[src/rtl/echo_iteration_sequencer_if.sv]
// Start/ready handshakes between the echo iteration sequencer and its three stages.
interface echo_iteration_sequencer_if;
  logic enable_conv;
  logic enable_lag;
  logic enable_approx;
  logic ready_conv;
  logic ready_lag;
  logic ready_approx;

  modport master (
    output enable_conv, enable_lag, enable_approx,
    input  ready_conv, ready_lag, ready_approx
  );

  modport slave (
    input  enable_conv, enable_lag, enable_approx,
    output ready_conv, ready_lag, ready_approx
  );
endinterface

[src/rtl/echo_iteration_sequencer.sv]
// Per-sample conv -> lag -> approx pulse/ready sequencer with warm-up, iteration count and error flags.
// Optional statistics outputs (last_latency, timeout_count) are built when ECHO_SEQ_STATS_EN is defined.
module echo_iteration_sequencer #(
  parameter int unsigned CNT_W         = 13,
  parameter int unsigned PULSE_LEN     = 2,
  parameter int unsigned BLANK_LEN     = 2,
  parameter int unsigned TIMEOUT       = 1023,
  parameter int unsigned WARMUP_LAG    = 2,
  parameter int unsigned WARMUP_APPROX = 4,
  parameter int unsigned ITER_W        = 32
) (
  input  logic                     clk_operation,
  input  logic                     rst,
  input  logic                     run,
  input  logic [CNT_W-1:0]         sampling_cycle_counter,
  echo_iteration_sequencer_if.master stage_bus,
  output logic                     enable_sampling_lag,
  output logic                     enable_sampling_approx,
  output logic                     busy,
  output logic [ITER_W-1:0]        iteration,
  output logic                     timeout_err,
  output logic [1:0]               err_stage,
  output logic                     overrun
`ifdef ECHO_SEQ_STATS_EN
  ,
  output logic [15:0]              last_latency,
  output logic [7:0]               timeout_count
`endif
);

  localparam int unsigned TW = 12;
  localparam int unsigned WW = $clog2(WARMUP_APPROX + 1);

  typedef enum logic [2:0] {
    S_IDLE, S_CONV_P, S_CONV_W, S_LAG_P, S_LAG_W, S_APPR_P, S_APPR_W, S_DONE
  } state_t;

  state_t            state_q, state_d, nxt_w;
  logic [TW-1:0]     cnt_q, cnt_d;
  logic [WW-1:0]     warm_q, warm_d;
  logic [ITER_W-1:0] iter_d;
  logic              tout_d, ovr_d, tout_evt, rdy_w, trig_c, pulse_end;
  logic [1:0]        err_d, code_w;
`ifdef ECHO_SEQ_STATS_EN
  logic [15:0]       lat_q, lat_d, last_d;
  logic [7:0]        tcnt_d;
`endif

  assign trig_c    = (sampling_cycle_counter == '0);
  assign pulse_end = (cnt_q == TW'(PULSE_LEN - 1));

  // Next-state and next-output computation.
  always_comb begin
    state_d  = state_q;
    cnt_d    = cnt_q + TW'(1);
    warm_d   = warm_q;
    iter_d   = iteration;
    tout_d   = timeout_err;
    err_d    = err_stage;
    ovr_d    = overrun;
    tout_evt = 1'b0;
    rdy_w    = 1'b0;
    nxt_w    = S_IDLE;
    code_w   = 2'd0;

    case (state_q)
      S_CONV_W: begin rdy_w = stage_bus.ready_conv;   nxt_w = S_LAG_P;  code_w = 2'd1; end
      S_LAG_W:  begin rdy_w = stage_bus.ready_lag;    nxt_w = S_APPR_P; code_w = 2'd2; end
      S_APPR_W: begin rdy_w = stage_bus.ready_approx; nxt_w = S_DONE;   code_w = 2'd3; end
      default:  ;
    endcase

    if (trig_c && warm_q != WW'(WARMUP_APPROX)) warm_d = warm_q + WW'(1);
    if (trig_c && state_q != S_IDLE)            ovr_d  = 1'b1;

    case (state_q)
      S_IDLE:   if (trig_c && run) state_d = S_CONV_P;
      S_CONV_P: if (pulse_end) state_d = S_CONV_W;
      S_LAG_P:  if (pulse_end) state_d = S_LAG_W;
      S_APPR_P: if (pulse_end) state_d = S_APPR_W;
      S_DONE: begin
        iter_d  = iteration + ITER_W'(1);
        state_d = S_IDLE;
      end
      default: begin
        // The pulse-ending edge plus the first wait edge form the blank window; ready beats timeout.
        if (cnt_q >= TW'(BLANK_LEN - 1) && rdy_w) begin
          state_d = nxt_w;
        end else if (cnt_q == TW'(BLANK_LEN + TIMEOUT - 2)) begin
          state_d  = S_IDLE;
          tout_d   = 1'b1;
          err_d    = code_w;
          tout_evt = 1'b1;
        end
      end
    endcase

    if (state_d != state_q || state_q == S_IDLE) cnt_d = '0;

`ifdef ECHO_SEQ_STATS_EN
    lat_d  = lat_q;
    last_d = last_latency;
    tcnt_d = timeout_count;
    if (state_q == S_IDLE && trig_c && run)        lat_d = 16'd1;
    else if (state_q != S_IDLE && lat_q != 16'hFFFF) lat_d = lat_q + 16'd1;
    if (state_q == S_DONE)                         last_d = lat_q;
    if (tout_evt && timeout_count != 8'hFF)        tcnt_d = timeout_count + 8'd1;
`endif
  end

  // State and registered outputs.
  always_ff @(posedge clk_operation or negedge rst) begin
    if (!rst) begin
      state_q                 <= S_IDLE;
      cnt_q                   <= '0;
      warm_q                  <= '0;
      iteration               <= '0;
      timeout_err             <= 1'b0;
      err_stage               <= 2'd0;
      overrun                 <= 1'b0;
      busy                    <= 1'b0;
      enable_sampling_lag     <= 1'b0;
      enable_sampling_approx  <= 1'b0;
      stage_bus.enable_conv   <= 1'b0;
      stage_bus.enable_lag    <= 1'b0;
      stage_bus.enable_approx <= 1'b0;
`ifdef ECHO_SEQ_STATS_EN
      lat_q                   <= '0;
      last_latency            <= '0;
      timeout_count           <= '0;
`endif
    end else begin
      state_q                 <= state_d;
      cnt_q                   <= cnt_d;
      warm_q                  <= warm_d;
      iteration               <= iter_d;
      timeout_err             <= tout_d;
      err_stage               <= err_d;
      overrun                 <= ovr_d;
      busy                    <= (state_d != S_IDLE);
      enable_sampling_lag     <= (warm_d >= WW'(WARMUP_LAG));
      enable_sampling_approx  <= (warm_d >= WW'(WARMUP_APPROX));
      stage_bus.enable_conv   <= (state_d == S_CONV_P);
      stage_bus.enable_lag    <= (state_d == S_LAG_P);
      stage_bus.enable_approx <= (state_d == S_APPR_P);
`ifdef ECHO_SEQ_STATS_EN
      lat_q                   <= lat_d;
      last_latency            <= last_d;
      timeout_count           <= tcnt_d;
`endif
    end
  end

endmodule

[src/flat_wrapper.sv]
// flat-port wrapper written by rule: the top's interface ports become plain ports
module echo_iteration_sequencer_flat 
#(
  parameter int unsigned CNT_W         = 13,
  parameter int unsigned PULSE_LEN     = 2,
  parameter int unsigned BLANK_LEN     = 2,
  parameter int unsigned TIMEOUT       = 1023,
  parameter int unsigned WARMUP_LAG    = 2,
  parameter int unsigned WARMUP_APPROX = 4,
  parameter int unsigned ITER_W        = 32
)
  (clk_operation, rst, run, sampling_cycle_counter, enable_sampling_lag, enable_sampling_approx, busy, iteration, timeout_err, err_stage, overrun, stage_bus_enable_conv, stage_bus_enable_lag, stage_bus_enable_approx, stage_bus_ready_conv, stage_bus_ready_lag, stage_bus_ready_approx);
  echo_iteration_sequencer_if stage_bus_i ();
  input  logic clk_operation;
  input  logic rst;
  input  logic run;
  input  logic [CNT_W-1:0] sampling_cycle_counter;
  output logic enable_sampling_lag;
  output logic enable_sampling_approx;
  output logic busy;
  output logic [ITER_W-1:0] iteration;
  output logic timeout_err;
  output logic [1:0] err_stage;
  output logic overrun;
  output wire logic [$bits(stage_bus_i.enable_conv)-1:0] stage_bus_enable_conv;
  output wire logic [$bits(stage_bus_i.enable_lag)-1:0] stage_bus_enable_lag;
  output wire logic [$bits(stage_bus_i.enable_approx)-1:0] stage_bus_enable_approx;
  input wire logic [$bits(stage_bus_i.ready_conv)-1:0] stage_bus_ready_conv;
  input wire logic [$bits(stage_bus_i.ready_lag)-1:0] stage_bus_ready_lag;
  input wire logic [$bits(stage_bus_i.ready_approx)-1:0] stage_bus_ready_approx;
  assign stage_bus_enable_conv = stage_bus_i.enable_conv;
  assign stage_bus_enable_lag = stage_bus_i.enable_lag;
  assign stage_bus_enable_approx = stage_bus_i.enable_approx;
  assign stage_bus_i.ready_conv = stage_bus_ready_conv;
  assign stage_bus_i.ready_lag = stage_bus_ready_lag;
  assign stage_bus_i.ready_approx = stage_bus_ready_approx;
  echo_iteration_sequencer #(.CNT_W(CNT_W), .PULSE_LEN(PULSE_LEN), .BLANK_LEN(BLANK_LEN), .TIMEOUT(TIMEOUT), .WARMUP_LAG(WARMUP_LAG), .WARMUP_APPROX(WARMUP_APPROX), .ITER_W(ITER_W)) u_core (.clk_operation(clk_operation), .rst(rst), .run(run), .sampling_cycle_counter(sampling_cycle_counter), .stage_bus(stage_bus_i), .enable_sampling_lag(enable_sampling_lag), .enable_sampling_approx(enable_sampling_approx), .busy(busy), .iteration(iteration), .timeout_err(timeout_err), .err_stage(err_stage), .overrun(overrun));
endmodule
[config.mk]
export PLATFORM = sky130hd
export DESIGN_NAME = echo_iteration_sequencer_flat
export DESIGN_NICKNAME = d
export VERILOG_FILES = /design/src/rtl/echo_iteration_sequencer_if.sv /design/src/rtl/echo_iteration_sequencer.sv /design/src/flat_wrapper.sv
export SDC_FILE = /design/constraint.sdc
export NUM_CORES = 1
export LEC_CHECK = 0
export ABC_CLOCK_PERIOD_IN_PS = 1600
export CAP_MARGIN = 20
export CELL_PAD_IN_SITES_DETAIL_PLACEMENT = 1
export CELL_PAD_IN_SITES_GLOBAL_PLACEMENT = 1
export CORE_MARGIN = 4
export CORE_UTILIZATION = 35
export CTS_BUF_LIST = sky130_fd_sc_hd__clkbuf_16
export DETAILED_ROUTE_END_ITERATION = 16
export HOLD_SLACK_MARGIN = 0.06
export PLACE_DENSITY_LB_ADDON = 0.1
export SLEW_MARGIN = 40
export SYNTH_ARGS = -nofsm -noshare
export SYNTH_HDL_FRONTEND = slang
export SYNTH_SLANG_ARGS = --single-unit
[constraint.sdc]
create_clock -name clk_operation -period 1.6 [get_ports clk_operation]
set_input_delay 0.16 -clock clk_operation [delete_from_list [all_inputs] [get_ports clk_operation]]
set_output_delay 0.16 -clock clk_operation [all_outputs]
set_load 0.05 [all_outputs]
Yosys cells after proc, flatten, opt, wreduce, memory -nomap -nowiden
Index checks and enable logic that the tools add are counted.
{ "word_totals": {"register_bits": 60, "out_inout_bits": 42, "mem_bits_rw": 0, "rom_bits": 0, "input_bits": 19, "wordCells": 58, "memories": 0, "latchBits": 0} }
{ "classes": {"n_reduce_logical": 11, "shifts": 0, "magnitude_cmp": 3, "div": 0, "bitwise_logic": 2, "mux": 12, "multipliers": 0, "add_sub_neg": 3, "n_eq_ne": 14} }
{ "op_table": {"columns": ["op", "count"], "rows": [
  ["32-bit by 1-bit adder with 32-bit output (second input constant)", 1],
  ["3-bit two-way mux", 7],
  ["3-bit equality test (second input constant)", 5],
  ["3-bit case mux with 5 select lines", 1],
  ["13-bit logical NOT", 1],
  ["12-bit by 1-bit adder with 12-bit output (second input constant)", 1],
  ["12-bit by 1-bit equality test with 1-bit output (second input constant)", 1],
  ["12-bit by 10-bit equality test with 1-bit output (second input constant)", 1],
  ["12-bit by 1-bit >= comparator with 1-bit output (second input constant)", 1],
  ["12-bit two-way mux", 1],
  ["3-bit by 2-bit equality test with 1-bit output (second input constant)", 3],
  ["3-bit case mux with 3 select lines", 1],
  ["3-bit by 1-bit equality test with 1-bit output (second input constant)", 2],
  ["2-bit case mux with 3 select lines", 1],
  ["3-bit nonzero test", 2],
  ["5-bit OR reduction", 1],
  ["1-bit logical AND", 4],
  ["3-bit by 1-bit adder with 3-bit output (second input constant)", 1],
  ["3-bit by 2-bit >= comparator with 1-bit output (second input constant)", 1],
  ["3-bit >= comparator (second input constant)", 1],
  ["3-bit logical NOT", 1],
  ["3-bit != test", 1],
  ["3-bit != test (second input constant)", 1],
  ["1-bit case mux with 3 select lines", 1],
  ["3 further kinds", 4]
]} }

Logic depth before layout (Yosys ltp)
Gate-level depths: netlist of run 1.
{ "logic_depth": {"depth_word": 8, "mapped_depth": 8, "ltp_nobuf": 6} }

Worst setup path after synthesis of run 1
OpenSTA, ideal clock, no wires.
{ "synth_timing": {"path_kind": "register -> register", "start": "register u_core.iteration[3]", "end": "register u_core.iteration[19]", "path_buffers": 0, "setup_slack_ns": -0.274, "t_required_ns": 1.459, "setup_time_ns": 0.141, "synth_period_minus_slack_ns": 1.874, "stages_incl_launch_ff": 6, "t_arrival_ns": 1.733, "path_cell_list": "dfrtp_1 > and4_1 > nand2_1 > nor4_2 > nand4_1 > xnor2_1"} }
{ "synth_via": {"elab_chain_cells": 1} }
{ "synth_lines": {"columns": ["item", "line", "text"], "rows": [
  ["start: declaration", "echo_iteration_sequencer.sv:20", "output logic [ITER_W-1:0] iteration,"],
  ["start signal: assignment", "echo_iteration_sequencer.sv:136", "iteration <= iter_d;"],
  ["32-bit by 1-bit adder with 32-bit output", "echo_iteration_sequencer.sv:82", "iter_d = iteration + ITER_W'(1);"]
]} }
Every way passes these cells.
A chain may end at the register's enable or synchronous reset.

Worst setup path after layout of run 1
{ "layout_timing": {"start": "register u_core.state_q[2]", "end": "register u_core.cnt_q[1]"} }
{ "layout_via": {"elab_chain_cells": 8, "word_cells_on_any_way": 21, "classes_between": "eq/ne: 8; mux: 10; reduce/logical: 3"} }
{ "layout_lines": {"columns": ["item", "line", "text"], "rows": [
  ["start: declaration", "echo_iteration_sequencer.sv:38", "state_t state_q, state_d, nxt_w;"],
  ["start signal: assignment", "echo_iteration_sequencer.sv:133", "state_q <= state_d;"],
  ["3-bit equality test / 3-bit by 2-bit equality test with 1-bit output (equally long branches)", "echo_iteration_sequencer.sv:66", "case (state_q)"],
  ["1-bit case mux with 3 select lines", "echo_iteration_sequencer.sv:66", null],
  ["1-bit logical AND", "echo_iteration_sequencer.sv:87", "if (cnt_q >= TW'(BLANK_LEN - 1) && rdy_w) begin"],
  ["3-bit two-way mux", "echo_iteration_sequencer.sv:87", null],
  ["3-bit case mux with 5 select lines", "echo_iteration_sequencer.sv:76", "case (state_q)"],
  ["3-bit != test", "echo_iteration_sequencer.sv:98", "if (state_d != state_q || state_q == S_IDLE) cnt_d = '0;"],
  ["1-bit logical OR (*)", "echo_iteration_sequencer.sv:98", null],
  ["12-bit two-way mux (*)", "echo_iteration_sequencer.sv:98", null],
  ["net u_core.cnt_d[1]", "echo_iteration_sequencer.sv:39", "logic [TW-1:0] cnt_q, cnt_d;"],
  ["end signal: assignment", "echo_iteration_sequencer.sv:134", "cnt_q <= cnt_d;"],
  ["end: declaration", "echo_iteration_sequencer.sv:39", null]
]} }
The timed path passes the listed nets; every way through them passes the cells marked *.

==> results of run 1 <==
==> repair_timing <==
action,CTS,global route
setup buffers,6,6
endpoints found under the hold margin,59,0
gates resized for setup,26,37
pin swaps,14,13
hold buffers,1,0
setup endpoints to repair,41,49
cloned,1,0
==> final cells by class <==
class	instances	area share
Clock buffer	9	0.0500
Clock inverter	7	0.0186
Inverter	7	0.00583
Multi-Input combinational cell	194	0.342
Sequential cell	59	0.334
Tap cell	102	0.0283
Timing Repair Buffer	123	0.220
==> layer usage <==
layer | vias up | global-route usage
met5 | - | 0
met4 | 0 | 0.0479
met3 | 9 | 0.0557
met2 | 55 | 0.303
met1 | 1214 | 0.202
li1 | 1182 | -
==> power groups by stage <==
| stage | Clock, µW | Sequential [µW] | Combinational, µW |
|---|---|---|---|
| finish | 2030 | 1810 | 2200 |
| global route | 2160 | 1840 | 2350 |
| CTS | 2070 | 1800 | 1890 |
| detailed placement | 0 | 1810 | 1540 |
| global placement | 0 | 1810 | 1520 |
| floorplan | 0 | 2050 | 666 |
==> worst min-delay path, stage by stage <==
cell and delay (ps):
dlygate4sd3_1 530, buf_2 130, buf_12 290
==> synth_stat cells (2+ instances only) <==
cell type | number | area share
xnor2_1 | 25 | 0.078
ha_1 | 6 | 0.027
and2_1 | 2 | 0.0044
nand2_1 | 24 | 0.032
buf_4 | 2 | 0.0053
inv_1 | 7 | 0.0093
nand3_1 | 10 | 0.018
mux2_2 | 3 | 0.012
and3_1 | 12 | 0.027
clkbuf_1 | 2 | 0.0027
a21o_1 | 2 | 0.0053
xor2_1 | 17 | 0.053
nor2b_1 | 2 | 0.0044
nor3_1 | 3 | 0.0053
o21ai_0 | 8 | 0.014
or2_2 | 2 | 0.0044
nor4_1 | 4 | 0.0089
nand3b_1 | 2 | 0.0053
buf_2 | 4 | 0.0071
dfrtp_1 | 59 | 0.52
and4_1 | 6 | 0.019
nand4_1 | 10 | 0.022
a21oi_1 | 2 | 0.0036
nor2_1 | 35 | 0.047
==> state kept, by name, summed over array words and instances (netlist names) <==
| register | count |
|---|---|
| u_core.overrun | 1 |
| u_core.busy | 1 |
| u_core.enable_sampling_approx | 1 |
| u_core.timeout_err | 1 |
| u_core.stage_bus.enable_approx | 1 |
| u_core.warm_q | 2 |
| u_core.err_stage | 2 |
| u_core.iteration | 32 |
| u_core.stage_bus.enable_lag | 1 |
| u_core.state_q | 3 |
| u_core.stage_bus.enable_conv | 1 |
| u_core.enable_sampling_lag | 1 |
| u_core.cnt_q | 12 |
==> cell families after synthesis <==
group / synth area share
simple gates: 0.232
flops: 0.524
xor+xnor: 0.130
compound gates: 0.0422
buf+inv: 0.0244
fa+ha+maj: 0.0266
mux: 0.0209
==> per-stage QoR <==
| step | setup TNS, ps | util | cells | instance area [µm²] |
|---|---|---|---|---|
| final | -2590 | 0.580 | 501 | 4510 |
| after global routing | -5030 | 0.580 | 501 | 4510 |
| after CTS | -3460 | 0.556 | 495 | 4320 |
| after detailed placement | -7970 | 0.494 | 471 | 3830 |
| after global placement | -7200 | 0.494 | 471 | 3830 |
| after floorplan | -149 | - | 267 | 2880 |
==> placed cells by master, fill, tap and decap left out, types with 3 or more instances in the layout <==
cell type,instances
buf_4,99
dfrtp_1,35
xnor2_1,25
dfrtp_2,24
nand2_1,23
nor2_1,21
xor2_1,17
clkdlybuf4s50_1,17
and3_1,10
nand4_1,10
nand3_1,9
clkbuf_16,9
nor2_2,8
inv_1,7
nor2_4,6
o21ai_0,5
and4_1,4
buf_6,4
o21ai_1,3
mux2_2,3
and3_4,3
ha_1,3
==> worst paths after layout <==
check,to,slack (ps),depth (start not counted)
hold / removal,u_core.iteration[31],390,3
min in group clk_operation,u_core.timeout_err,470,1
setup / recovery,u_core.cnt_q[1],-190,5
setup reg to reg,u_core.cnt_q[1],-190,5
max in group asynchronous,u_core.iteration[13],910,3
hold reg to reg,u_core.timeout_err,470,1
==> impl_metrics.toml, run 1 <==
[detailed_routing]
viasPerCell = 4.91
ant_nets = 0
vias = 2460
route.met2.wl_um = 4200
wirelength_um = 8070
highest_layer = "met4"
dr.pass1.iters = 4
wl_met1_um = 3380
wl_per_cell_um = 16.1
routed-wl-met3_um = 364
first_iter_violations = 62
route.detailed.drc = 0

[die]
rows = 32
die-area_um2 = 9550
fp.dieW_um = 97.7
ios = 61
die_y_um = 97.7
initial_core_util = 0.363
core_area_um2 = 7770

[clocking]
clk_transition_reported_paths_ps = 50
htreeDepth = 3
clock_latency_ps = 330
clock_sinks = 59
cts_tree = "yes"
root_buffer = "clkbuf_16"
cts_made_buffers = 9
clockBufferDepth = 2

[pwr]
seq_power_share = 0.300
p_leak_uw = 0.00208
combPwrFrac = 0.364
p_sw_frac = 0.338
switchingPower_uw = 2050
p_total_uw = 6050
intPower_uw = 4000
power.density_nw_per_um2 = 1340
p_clk_frac = 0.336
vdd.ir_drop.worst_uv = 906

[placement]
place.port_buffers = 60
hpwl_um = 5320
gp_congestion = 0.799
pre_cts_ws_ps = -370

[sta]
finalWorstSetupSlack_ps = -192
setup-violations-final = 27
skew_ps = 6.01
worstMarginPinSlew_ps = 395
fmax_ghz = 0.558
period_needed_ps = 1790
period_share = 1.12
finalMaxSlewViolations = 0
rsz0062_at_grt = "true"
slew_headroom = 0.736
holdWs_ps = 390
finalHoldViolCount = 0

[yosys]
synth.yosys.seq_area_share = 0.524
postSynthNetCount = 292
syn_inst = 267
synth-edff-count = 0
ys_async_sr_fraction = 1.00
ys_warn_count = 0
ys_ff_latch = 59
synth_ff_type = "dfrtp_1"
syn_area_um2 = 2820
synthDistinctLibCells = 42
avgSynthCellArea_um2 = 10.6

[global_routing]
grt_max_degree = 60
track_usage = 0.172
grt_pass1_wl_um = 13300
antenna_found_initial = 0
grt.overflow.total = 0
grt_pass1_vias = 2687

[worst_setup_path]
required_ps = 1850
crit_slowest_cell = "dfrtp_2"
critical_path_class = "reg -> reg"
arrival_ps = 2040
crit_fanout = 6
path_delay_family = "compound AO/OA/AOI/OAI gates"
path_buf_inv = 0
cp-start-kind = "flip-flop"
r2r-start = "u_core.state_q[2]"
critical_path.max_stage_delay_ps = 430
startpoint = "u_core.state_q[2]"
cp-end-kind = "flip-flop"
path_cells = "mux2_4 -> a221oi_4 -> a31oi_4 -> o31a_4 -> nor2b_1"

[finish]
multiInputGateArea_um2 = 1540
nets = 419
drive_gt1_frac = 0.479
area_growth_pct = 59.8
area.sequential_um2 = 1510
n_fill_cell = 840
n_antenna_cell = 0

[run_status]
violations = "setup timing"
status = "complete, but fails checks"

[min_path]
hp-class = "in -> async"

[run]
drv_cap = 0
Power figures use the tool's default switching activity.
==> run 2, diff against run 1 <==
--- a/config.mk
+++ b/config.mk
@@ -5,16 +5,14 @@
 export SDC_FILE = /design/constraint.sdc
 export NUM_CORES = 1
 export LEC_CHECK = 0
-export ABC_CLOCK_PERIOD_IN_PS = 1600
+export ABC_CLOCK_PERIOD_IN_PS = 2250
 export CAP_MARGIN = 20
-export CELL_PAD_IN_SITES_DETAIL_PLACEMENT = 1
-export CELL_PAD_IN_SITES_GLOBAL_PLACEMENT = 1
 export CORE_MARGIN = 4
-export CORE_UTILIZATION = 35
+export CORE_UTILIZATION = 54
 export CTS_BUF_LIST = sky130_fd_sc_hd__clkbuf_16
 export DETAILED_ROUTE_END_ITERATION = 16
 export HOLD_SLACK_MARGIN = 0.06
-export PLACE_DENSITY_LB_ADDON = 0.1
+export PLACE_DENSITY = 0.84
 export SLEW_MARGIN = 40
 export SYNTH_ARGS = -nofsm -noshare
 export SYNTH_HDL_FRONTEND = slang
==> constraint.sdc (replaced) <==
create_clock -name clk_operation -period 2.25 [get_ports clk_operation]
set_input_delay 0.225 -clock clk_operation [delete_from_list [all_inputs] [get_ports clk_operation]]
set_output_delay 0.225 -clock clk_operation [all_outputs]
set_load 0.05 [all_outputs]
==> impl_metrics.toml, run 2 (synthesis gave the netlist of run 1 again) <==
[finish]
final_cells = 411
top_register = "u_core.iteration"
drive_gt1_frac = 0.0880
nets = 361
most-common-layout-cells = "59 x clkdlybuf4s50_1, 59 x dfrtp_1, 35 x nor2_1, 25 x xnor2_1, 24 x nand2_1"
n_antenna_cell = 0
reg.largest.list = "u_core.iteration x32, u_core.cnt_q x12, u_core.state_q x3"
area_growth_pct = 36.3
n_fill_cell = 351
largest_reg_flops = 32

[pwr]
vdd.ir_drop.worst_uv = 677
power.density_nw_per_um2 = 955
p_leak_uw = 0.00172

[sta]
slew_headroom = 0.584
worstMarginPinSlew_ps = 621
period_share = 0.920
fmax_ghz = 0.483
finalHoldViolCount = 0
skew_ps = 9.07
period_needed_ps = 2070
finalMaxSlewViolations = 0
tns_ps = 0
rsz0062_at_grt = "false"
setup-violations-final = 0

[global_routing]
grt.overflow.total = 0
grt_pass1_wl_um = 10300
grt_pass1_vias = 2211
track_usage = 0.210
antenna_found_initial = 0
grt_max_degree = 36

[detailed_routing]
first_iter_violations = 128
wl_per_cell_um = 14.9
viasPerCell = 5.41
route.detailed.drc = 0
vias = 2222
ant_nets = 0
dr.pass1.iters = 5
wirelength_um = 6130

[clocking]
cts_resized = 0
clockBufferDepth = 2
root_buffer = "clkbuf_16"
clk_transition_reported_paths_ps = 50
cts_tree = "yes"
clock_sinks = 59
cts_made_buffers = 9
clock_latency_ps = 320
htreeDepth = 3

[worst_setup_path]
crit_fanout = 12
cp-end-kind = "flip-flop"
rrSetupSlack_ps = 180
critical_path_class = "reg -> reg"
required_ps = 2490
ff2ff_path_depth = 6
reg2reg_to = "u_core.cnt_q[4]"
cp-start-kind = "flip-flop"
startpoint = "u_core.state_q[2]"
r2r-start = "u_core.state_q[2]"
endpoint = "u_core.cnt_q[4]"
arrival_ps = 2310

[run_status]
status = "complete, no violations"

[min_path]
hp-class = "in -> async"

[placement]
gp_congestion = 0.817
place.port_buffers = 60
hpwl_um = 4400
place_inst = 394

[die]
die-area_um2 = 6440
rows = 26
initial_core_util = 0.555
die_y_um = 80.3
fp.dieW_um = 80.3
core_area_um2 = 5070
ios = 61

[run]
drv_cap = 0
-- run 2: changes by cell type in the layout (fill, tap and decap cells not counted), sizes merged --
cell / delta
buf: -99
clkdlybuf4s50: +42
o31a: -1
-- run 2: what timing repair did --
action,CTS,global route
hold endpoints to repair,24,0
setup buffers,0,0
hold buffers,1,0
-- run 2: power by group --
| part | switching (µW) | total [µW] | internal, µW |
|---|---|---|---|
| Clock | 454 | 1410 | 953 |
| Combinational | 557 | 965 | 408 |
| Sequential | 129 | 1290 | 1170 |
-- run 2: per-stage QoR --
stage               power (µW)   util  setup slack (ps)  cell area (µm²)  hold WS, ps
floorplan                 1900      -               376             2820        -70.6
global placement          2230  0.694               235             3520          248
detailed placement        2260  0.694               131             3520          249
CTS                       3690  0.757               181             3840          442
global route              3820  0.757              78.5             3840          484
finish                    3670  0.757               180             3840          427
-- run 2: cell type report --
type,instances,area (µm²),share of cell area
multi-input combinational,193,1270,0.332
timing repair buffer,66,668,0.174
clock inverter,7,83.8,0.0218
inverter,7,26.3,0.00684
sequential,59,1480,0.384
clock buffer,9,225,0.0586
tap,70,87.6,0.0228
-- run 2: how the worst min path moves through the flow --
stage,to,depth (start not counted)
floorplan,u_core.busy,0
global placement,u_core.iteration[6],1
detailed placement,u_core.iteration[4],1
CTS,u_core.iteration[31],2
global route,u_core.timeout_err,1
finish,u_core.iteration[4],2
-- run 2: layer usage --
metal | vias to the layer above | track usage | wire [µm]
met5 | - | 0 | 0
met4 | 0 | 0.113 | 150
met3 | 13 | 0.0359 | 235
met2 | 62 | 0.337 | 3060
met1 | 1089 | 0.269 | 2690
li1 | 1058 | - | -
-- run 2: critical path: stages (launching register included) --
cell and delay, ps:
dfrtp_1 490, mux2_4 340, a221oi_2 300, a31oi_1 180
o31a_1 400, buf_12 150, nor2_1 130
